$ cat config.mk
export PLATFORM = sky130hd
export DESIGN_NAME = digital_capture_engine
export DESIGN_NICKNAME = d
export VERILOG_FILES = /design/src/rtl/digital_capture_engine.sv
export SDC_FILE = /design/constraint.sdc
export NUM_CORES = 1
export LEC_CHECK = 0
export ABC_AREA = 1
export BUFFER_PORTS_ARGS = -buffer_cell sky130_fd_sc_hd__clkbuf_2
export CAP_MARGIN = 20
export CORE_ASPECT_RATIO = 1.25
export CORE_MARGIN = 4
export CORE_UTILIZATION = 50
export DETAILED_ROUTE_END_ITERATION = 16
export GPL_ROUTABILITY_DRIVEN = 0
export GPL_TIMING_DRIVEN = 1
export PLACE_DENSITY = 0.66
export SYNTH_ARGS = -nofsm -noshare
export SYNTH_HDL_FRONTEND = slang
export SYNTH_SLANG_ARGS = --single-unit
$ cat constraint.sdc
create_clock -name HCLK -period 6.7 [get_ports HCLK]
set_input_delay 0 -clock HCLK [delete_from_list [all_inputs] [get_ports HCLK]]
set_output_delay 0 -clock HCLK [all_outputs]
set_load 0.1 [all_outputs]
$ cat src/rtl/digital_capture_engine.sv
// Logic-analyser capture: 8 synchronised channels, programmable sample tick and trigger, 128 samples packed into a 32x32 RAM.
// Status outputs and read data are registered (1-cycle read latency); no backpressure, a held capture is released by capture_ack.
module digital_capture_engine #(
  parameter int SYNC_STAGES = 2
) (
  input  logic        HCLK,
  input  logic        HRESET,
  input  logic        capture_start,
  input  logic        capture_ack,
  output logic        capture_ready,
  output logic        capture_busy,
  input  logic [7:0]  digital_in,
  input  logic [15:0] sample_div,
  input  logic [1:0]  trig_mode,
  input  logic [4:0]  capture_bram_raddr,
  output logic [31:0] capture_bram_rdata
);

  typedef enum logic [2:0] {IDLE, ARM, WAIT_TRIG, CAPTURE, DONE} state_t;

  state_t      state, state_nxt;
  logic [7:0]  sync_q [SYNC_STAGES];
  logic [7:0]  din_s;
  logic        start_q, start_rise;
  logic [15:0] div_lat, div_cnt, div_last;
  logic [1:0]  mode_lat;
  logic [6:0]  idx;
  logic [7:0]  prev_sample;
  logic        prev_vld;
  logic [23:0] shadow;
  logic [31:0] mem [32];
  logic        tick, trig_hit, arm_load, store_en, mem_we;

  always_ff @(posedge HCLK) begin
    if (HRESET) begin
      for (int i = 0; i < SYNC_STAGES; i++) sync_q[i] <= '0;
      start_q <= 1'b0;
    end else begin
      sync_q[0] <= digital_in;
      for (int i = 1; i < SYNC_STAGES; i++) sync_q[i] <= sync_q[i-1];
      start_q <= capture_start;
    end
  end

  assign din_s      = sync_q[SYNC_STAGES-1];
  assign start_rise = capture_start & ~start_q;
  // A latched divider of 0 behaves as 1, so the terminal count is 0 in both cases.
  assign div_last   = (div_lat == 16'd0) ? 16'd0 : div_lat - 16'd1;
  assign tick       = (div_cnt == div_last);

  always_comb begin
    trig_hit = 1'b0;
    case (mode_lat)
      2'b00:   trig_hit = 1'b1;
      2'b01:   trig_hit = prev_vld & ~prev_sample[0] & din_s[0];
      2'b10:   trig_hit = prev_vld & prev_sample[0] & ~din_s[0];
      default: trig_hit = prev_vld & (prev_sample != din_s);
    endcase
  end

  always_ff @(posedge HCLK) begin
    if (HRESET) state <= IDLE;
    else        state <= state_nxt;
  end

  always_comb begin
    state_nxt = state;
    arm_load  = 1'b0;
    store_en  = 1'b0;
    case (state)
      IDLE: if (start_rise) state_nxt = ARM;
      ARM: begin
        arm_load  = 1'b1;
        state_nxt = WAIT_TRIG;
      end
      WAIT_TRIG: begin
        if (!capture_start) begin
          state_nxt = IDLE;
        end else if (tick && trig_hit) begin
          store_en  = 1'b1;
          state_nxt = CAPTURE;
        end
      end
      CAPTURE: begin
        if (tick) begin
          store_en = 1'b1;
          if (idx == 7'd127) state_nxt = DONE;
        end
      end
      DONE: if (capture_ack) state_nxt = IDLE;
      default: state_nxt = IDLE;
    endcase
  end

  // Lane 3 completes a word; reset suppresses any write in flight.
  assign mem_we = store_en & (idx[1:0] == 2'b11) & ~HRESET;

  always_ff @(posedge HCLK) begin
    if (HRESET) begin
      div_lat       <= '0;
      mode_lat      <= '0;
      div_cnt       <= '0;
      idx           <= '0;
      prev_sample   <= '0;
      prev_vld      <= 1'b0;
      shadow        <= '0;
      capture_busy  <= 1'b0;
      capture_ready <= 1'b0;
    end else begin
      capture_busy  <= (state_nxt == ARM) || (state_nxt == WAIT_TRIG) || (state_nxt == CAPTURE);
      capture_ready <= (state_nxt == DONE);
      if (arm_load) begin
        div_lat  <= sample_div;
        mode_lat <= trig_mode;
        div_cnt  <= '0;
        idx      <= '0;
        prev_vld <= 1'b0;
      end else if (state == WAIT_TRIG || state == CAPTURE) begin
        div_cnt <= tick ? 16'd0 : div_cnt + 16'd1;
        if (tick && state == WAIT_TRIG) begin
          prev_sample <= din_s;
          prev_vld    <= 1'b1;
        end
      end
      if (store_en) begin
        idx <= idx + 7'd1;
        case (idx[1:0])
          2'b00:   shadow[7:0]   <= din_s;
          2'b01:   shadow[15:8]  <= din_s;
          2'b10:   shadow[23:16] <= din_s;
          default: begin end
        endcase
      end
    end
  end

  always_ff @(posedge HCLK) begin
    if (mem_we) mem[idx[6:2]] <= {din_s, shadow};
  end

  always_ff @(posedge HCLK) begin
    if (HRESET) capture_bram_rdata <= '0;
    else        capture_bram_rdata <= mem[capture_bram_raddr];
  end

endmodule

==> results of run 1 <==
## cells by family (layout without fill, tap and decap cells)
group | count (synthesis) | after routing | synth area share
simple gates | 1126 | 1126 | 0.102
compound gates | 928 | 928 | 0.124
buf+inv | 359 | 519 | 0.0312
flops | 1152 | 1152 | 0.738
other cells | 0 | 1 | 0
fa+ha+maj | 6 | 6 | 0.00166
xor+xnor | 16 | 16 | 0.00311
## power by group through the flow
stage	clock (mW)	sequential, mW	combinational (mW)
after global placement	0	7.92	0.926
after detailed placement	0	7.92	0.931
after global routing	6.43	7.76	1.05
after floorplan	0	8.06	0.522
final	6.08	7.77	0.964
after CTS	6.14	7.77	0.959
## worst max-delay path: stages (launching register included)
cell      delay, ns
dfxtp_1        0.31
clkinv_1       0.20
ha_1           0.33
nand2_2        0.17
nor2_4         0.06
nand2_4        0.27
nand2_1        0.11
nand2_1        0.07
nand2_1        0.05
nor2_1         0.16
nand2_1        0.08
nor2_1         0.08
nand3_1        0.09
clkinv_1       0.09
nand3_4        0.17
nor2_8         0.19
nand4_1        0.42
nor2_4         0.72
buf_16         0.24
## worst paths after layout
check	from	to	slack, ns
max	div_lat[0]	mem[22][12]	2.56
min	capture_bram_raddr[2]	capture_bram_rdata[21]	0.08
max reg2reg	div_lat[0]	mem[22][12]	2.56
min reg2reg	sync_q[0][5]	sync_q[0][13]	0.41
## Yosys cell counts, types with 39 or more instances
cell type,count
a21oi_1,46
a31oi_1,39
clkbuf_1,223
dfxtp_1,128
edfxtp_1,1024
inv_1,109
nand2_1,206
nand3_1,130
nor2_1,717
o21ai_0,561
o221ai_1,187
o22ai_1,69
## sequential cells by signal (all words and copies together) (netlist names)
name / cells
capture_bram_rdata: 32
capture_busy: 1
capture_ready: 1
div_cnt: 16
div_lat: 16
idx: 7
mem: 1024
mode_lat: 2
prev_sample: 8
prev_vld: 1
shadow: 24
start_q: 1
state: 3
sync_q: 16
## final cells by class
type	count	area [sq um]	area share
Sequential cell	1152	33300	0.648
Multi-Input combinational cell	2076	10600	0.207
Clock buffer	151	3100	0.0603
Timing Repair Buffer	210	1990	0.0387
Tap cell	1178	1470	0.0287
Inverter	115	458	0.00891
Clock inverter	43	428	0.00833
Antenna cell	1	2.50	0.0000487
## metal layers
layer | wire [microns] | global-route usage
met1 | 47000 | 0.323
met2 | 59700 | 0.428
met3 | 9950 | 0.0383
met4 | 4340 | 0.0981
met5 | 0 | 0
## repair_timing
| action | 4_1_cts | 5_1_grt |
|---|---|---|
| hold buffers | 50 | 0 |
| endpoints found under the hold margin | 53 | 0 |
| setup buffers | 0 | 0 |
## through the flow
| step | power (mW) | setup slack, ns | hold slack (ns) |
|---|---|---|---|
| floorplan | 8.58 | 1.83 | 0.107 |
| global placement | 8.85 | 2.42 | 0.192 |
| detailed placement | 8.85 | 2.45 | 0.196 |
| CTS | 14.9 | 2.44 | 0.0128 |
| global route | 15.2 | 2.17 | 0.0566 |
| finish | 14.8 | 2.56 | 0.0753 |
==> impl_metrics.tcl, run 1 <==
set metrics [dict create \
    status "finished clean" \
    die_y_microns 344 \
    fin_area_sq_mm 0.0514 \
    clock_path_buffers 3 \
    vias 29800 \
    ys.flop_type "edfxtp_1" \
    hold_class "input pin to flip-flop" \
    placed_area_sq_mm 0.0471 \
    overflow 0 \
    routed_via_density 6.05 \
    clockRootBuffer "clkbuf_16" \
    drive_above_1_share 0.102 \
    antenna_found_initial 0 \
    holdPathStages 5 \
    p_int_mw 11.5 \
    synth_area_sq_mm 0.0451 \
    die_w_microns 277 \
    min_period_ns 4.14 \
    cts-buffers-inserted 104 \
    rows 122 \
    cts_tree "built" \
    power_switching_mw 3.33 \
    syn-instance-count 3587 \
    syn_to_final_growth_pct 13.8 \
    initial_utilization 0.507 \
    ctsResizeCount 0 \
    grt_pass1_wl_microns 180000 \
    pwr-share-comb 0.065 \
    synth_top_cells_by_area "edfxtp_1 (68%), o21ai_0 (6.2%), nor2_1 (6.0%)" \
    cp.required_ns 7.07 \
    drt_wl_total_microns 121000 \
    synth_edf_count 1024 \
    place_inst 4671 \
    worstRegToRegCells 18 \
    arrival_ns 4.51 \
    vdd_drop_max_uv 242 \
    finalCritPeriodShare 0.618 \
    synth.top_cell.area_share 0.681 \
    tns_ns 0 \
    yosysTopAreaCell "edfxtp_1" \
    avgSynthCellArea_sq_um 12.6 \
    htree_levels 3 \
    io_pins 69 \
    wl_per_cell_microns 24.6 \
    setup_viol 0 \
    hold_viol 0 \
    dieArea_sq_mm 0.0952 \
    fmax_ghz 0.242 \
    drt_iter0_drc 3424 \
    synth_nets 3628 \
    final_cell_mix "edfxtp_1 (1024), nor2_1 (701), o21ai_0 (561)" \
    drt_first_pass_iters 6 \
    synthDistinctLibCells 39 \
    drv_cap 0 \
    tightest_slew_ns 1.06 \
    clkTransAtPathRegs_ns 0.06 \
    slew_headroom 0.289 \
    clock_sinks 1152 \
    power_frac_seq 0.524 \
    hpwl_microns 65700 \
    maxSlewViolCount 0 \
    clk_latency_ns 0.67 \
    crit_path_max_fanout 32 \
    final_nets 3700 \
    synthArstFlopShare 0 \
    grt_start_max_net_pins 169 \
    track_usage 0.249 \
    drt.antenna.violating_nets 0 \
    io_buffer_count 68 \
    powerDensity_mw_per_mm2 288 \
    leakage_nw 17.2 \
    final_util 0.577 \
    first_global_vias 29200 \
    drc 0 \
    ys_ff_latch 1152 \
    swShare 0.225 \
    ys_seq_area_frac 0.738 \
    synth_warnings 0 \
    stdcell_count 4926 \
    p_clk_frac 0.411 \
    core_sq_mm 0.0890 \
    clock_skew_ns 0.0236 \
    rsz0062_at_grt "false" \
    num-fill-cells 6894 \
    end_kind "flip-flop" \
    critPathKind "flip-flop to flip-flop" \
    final_common_cell "edfxtp_1" \
    cp-start-kind "flip-flop" \
]
Power figures use the tool's default switching activity.
==> run 2, diff against run 1 <==
- ABC_AREA: 1 -> 0
- clock period: 6.7 -> 4.1 ns (I/O delays scaled with it)
==> run 2 against run 1 <==
Final cell count decreased by 26%. Synthesized area decreased by 1.4%. Setup slack got worse by 2.3 ns. Register-to-register slack got worse by 2.3 ns. Critical endpoint is now mem[8][1]. Sequential power increased by 63%. Power increased by 62%. Sequential share of layout area decreased by 0.65 points. Final area increased by 1.0%. Largest cell class unchanged. First-iteration DRC count decreased by 36%.
==> impl_metrics.tcl, run 2 <==
set metrics [dict create \
    placed_area_sq_mm 0.0478 \
    largest_reg_flops 1024 \
    tightest_slew_ns 1.04 \
    wl_per_cell_microns 28.6 \
    yosysMostFrequentCell "edfxtp_1" \
    cp.required_ns 4.48 \
    slew_headroom 0.309 \
    register_area_sq_mm 0.0333 \
    synth_fa_ha_area_frac 0.00169 \
    synth_mux_area_frac 0.176 \
    drc 0 \
    final_cell_mix "edfxtp_1 (1024), mux4_2 (320), dfxtp_1 (125)" \
    synth_top_family_by_area "multiplexers" \
    clkTransAtPathRegs_ns 0.06 \
    syn_to_final_growth_pct 16.6 \
    die_w_microns 275 \
    drt_wl_total_microns 104000 \
    die_y_microns 342 \
    ys_seq_area_frac 0.748 \
    synth.top_cell.area_share 0.691 \
    route.met2.wl_microns 54100 \
    clock_skew_ns 0.0209 \
    maxSlewViolCount 0 \
    final_nets 2395 \
    drive_above_1_share 0.307 \
    cts-buffers-inserted 107 \
    vdd_drop_max_uv 343 \
    clk_latency_ns 0.69 \
    synthArstFlopShare 0 \
    min_period_ns 3.86 \
    grt_start_max_net_pins 88 \
    dieArea_sq_mm 0.0939 \
    cts_tree "built" \
    final_common_cell "edfxtp_1" \
    first_global_vias 22700 \
    yosysTopAreaCell "edfxtp_1" \
    critPathKind "flip-flop to flip-flop" \
    num-fill-cells 6272 \
    grt_pass1_wl_microns 154000 \
    finalCritPeriodShare 0.940 \
    drt_iter0_drc 2184 \
    synth_top_cells_by_area "edfxtp_1 (69%), mux4_2 (16%), dfxtp_1 (5.8%)" \
    met3_length_microns 7490 \
    htree_levels 3 \
    drv_cap 0 \
    avgSynthCellArea_sq_um 21.0 \
    drt.antenna.violating_nets 0 \
    leakage_nw 17.2 \
    hold_viol 0 \
    yosys.area_share.simple 0.0415 \
    top_layer "met5" \
    powerDensity_mw_per_mm2 463 \
    cp-start-kind "flip-flop" \
    synth_common_cells "edfxtp_1 (1024), mux4_2 (320), dfxtp_1 (128), clkbuf_1 (82), nor2_1 (63)" \
    place_ws_ns 0.134 \
    wl_met1_microns 40300 \
    synth_area_sq_mm 0.0445 \
    finalWorstSetupSlack_ns 0.244 \
    synth_edf_count 1024 \
    synth_xor_area_frac 0.00669 \
    arrival_ns 4.23 \
    syn-instance-count 2123 \
    synth-compound-area-share 0.0141 \
    status "finished clean" \
    synth_warnings 0 \
    hold_class "input pin to flip-flop" \
    hpwl_microns 64700 \
    synthDistinctLibCells 64 \
    core_sq_mm 0.0884 \
    clock_sinks 1152 \
    routed_via_density 6.00 \
    overflow 0 \
    initial_utilization 0.504 \
    end_kind "flip-flop" \
    diodes 0 \
    io_pins 69 \
    multi_input_area_sq_mm 0.0110 \
    ys_ff_latch 1152 \
    clockRootBuffer "clkbuf_16" \
    track_usage 0.226 \
    io_buffer_count 68 \
    clock_path_buffers 3 \
    antenna_found_initial 1 \
    drt_first_pass_iters 5 \
    setup_viol 0 \
    fmax_ghz 0.259 \
    rows 122 \
    ys.flop_type "edfxtp_1" \
    fin_area_sq_mm 0.0519 \
    crit_path_max_fanout 17 \
    rsz0062_at_grt "false" \
    vias 21800 \
    synth_nets 2164 \
]
[run 2: changes by cell type in the layout (fill, tap and decap cells not counted), sizes merged, moves of 91 or more]
cell    change
inv        -91
mux4      +320
nand2     -153
nand3     -107
nor2      -663
o21ai     -544
o221ai    -184
[run 2: cells by family (layout without fill, tap and decap cells)]
logic type	Yosys count	count (layout)
DFF	1152	1152
muxes	381	381
and+or+nand+nor	320	320
buffers and inverters	133	457
AOI/OAI and AO/OA	97	97
xor gates and xnor gates	34	34
adders and majority gates	6	6
[run 2: stage by stage]
step | utilization | TNS, ns | total power, mW | hold slack (ns) | instances
after global routing | 0.587 | 0 | 24.8 | 0.0742 | 3625
after floorplan | - | -83.01 | 13.7 | 0.102 | 2123
after detailed placement | 0.540 | 0 | 14.0 | 0.216 | 3377
after CTS | 0.587 | 0 | 24.2 | 0.0246 | 3625
after global placement | 0.540 | 0 | 13.9 | 0.212 | 3375
final | 0.587 | 0 | 24.0 | 0.0643 | 3625
[run 2: routing by layer]
| layer | track usage | vias to the layer above |
|---|---|---|
| met2 | 0.387 | 847 |
| li1 | - | 9249 |
| met4 | 0.0523 | 2 |
| met3 | 0.0411 | 119 |
| met1 | 0.307 | 11500 |
| met5 | 0 | - |
[run 2: worst max-delay path, cell delays in order, from the launching register on]
cell and delay [ns]:
dfxtp_1 0.36, or4_4 0.69, nor4_4 0.40, and2_1 0.23, o21ai_0 0.10, a211o_1 0.36
nor4_4 0.47, nand4b_4 0.16, buf_12 0.21, nor3_4 0.32, buf_12 0.21
[run 2: where the power goes]
part	total (mW)	leakage [nW]	switching, mW	internal, mW
sequential	12.7	10.7	0.0250	12.6
clock	10.3	1.77	4.28	6.02
combinational	1.06	4.78	0.652	0.406
total	24.0	17.2	4.96	19.1
[run 2: area by class of cell]
cell class | count | share of cell area
Clock buffer | 131 | 0.0539
Clock inverter | 71 | 0.0168
Timing Repair Buffer | 240 | 0.0451
Inverter | 15 | 0.00109
Sequential cell | 1152 | 0.642
Tap cell | 1178 | 0.0284
Multi-Input combinational cell | 838 | 0.213
[run 2: what timing repair did]
| action | 4_1_cts | 5_1_grt |
|---|---|---|
| setup endpoints to repair | 0 | 242 |
| setup buffers | 0 | 0 |
| endpoints found under the hold margin | 56 | 0 |
| hold buffers | 46 | 0 |
| resized for setup | 0 | 1 |
[run 2: final timing paths]
path | end | from | cells after the start | slack (ns)
hold reg to reg | sync_q[0][13] | sync_q[0][5] | 1 | 0.43
setup reg to reg | mem[8][1] | div_lat[6] | 10 | 0.24
hold / removal | sync_q[0][6] | digital_in[6] | 3 | 0.06
setup / recovery | mem[8][1] | div_lat[6] | 10 | 0.24
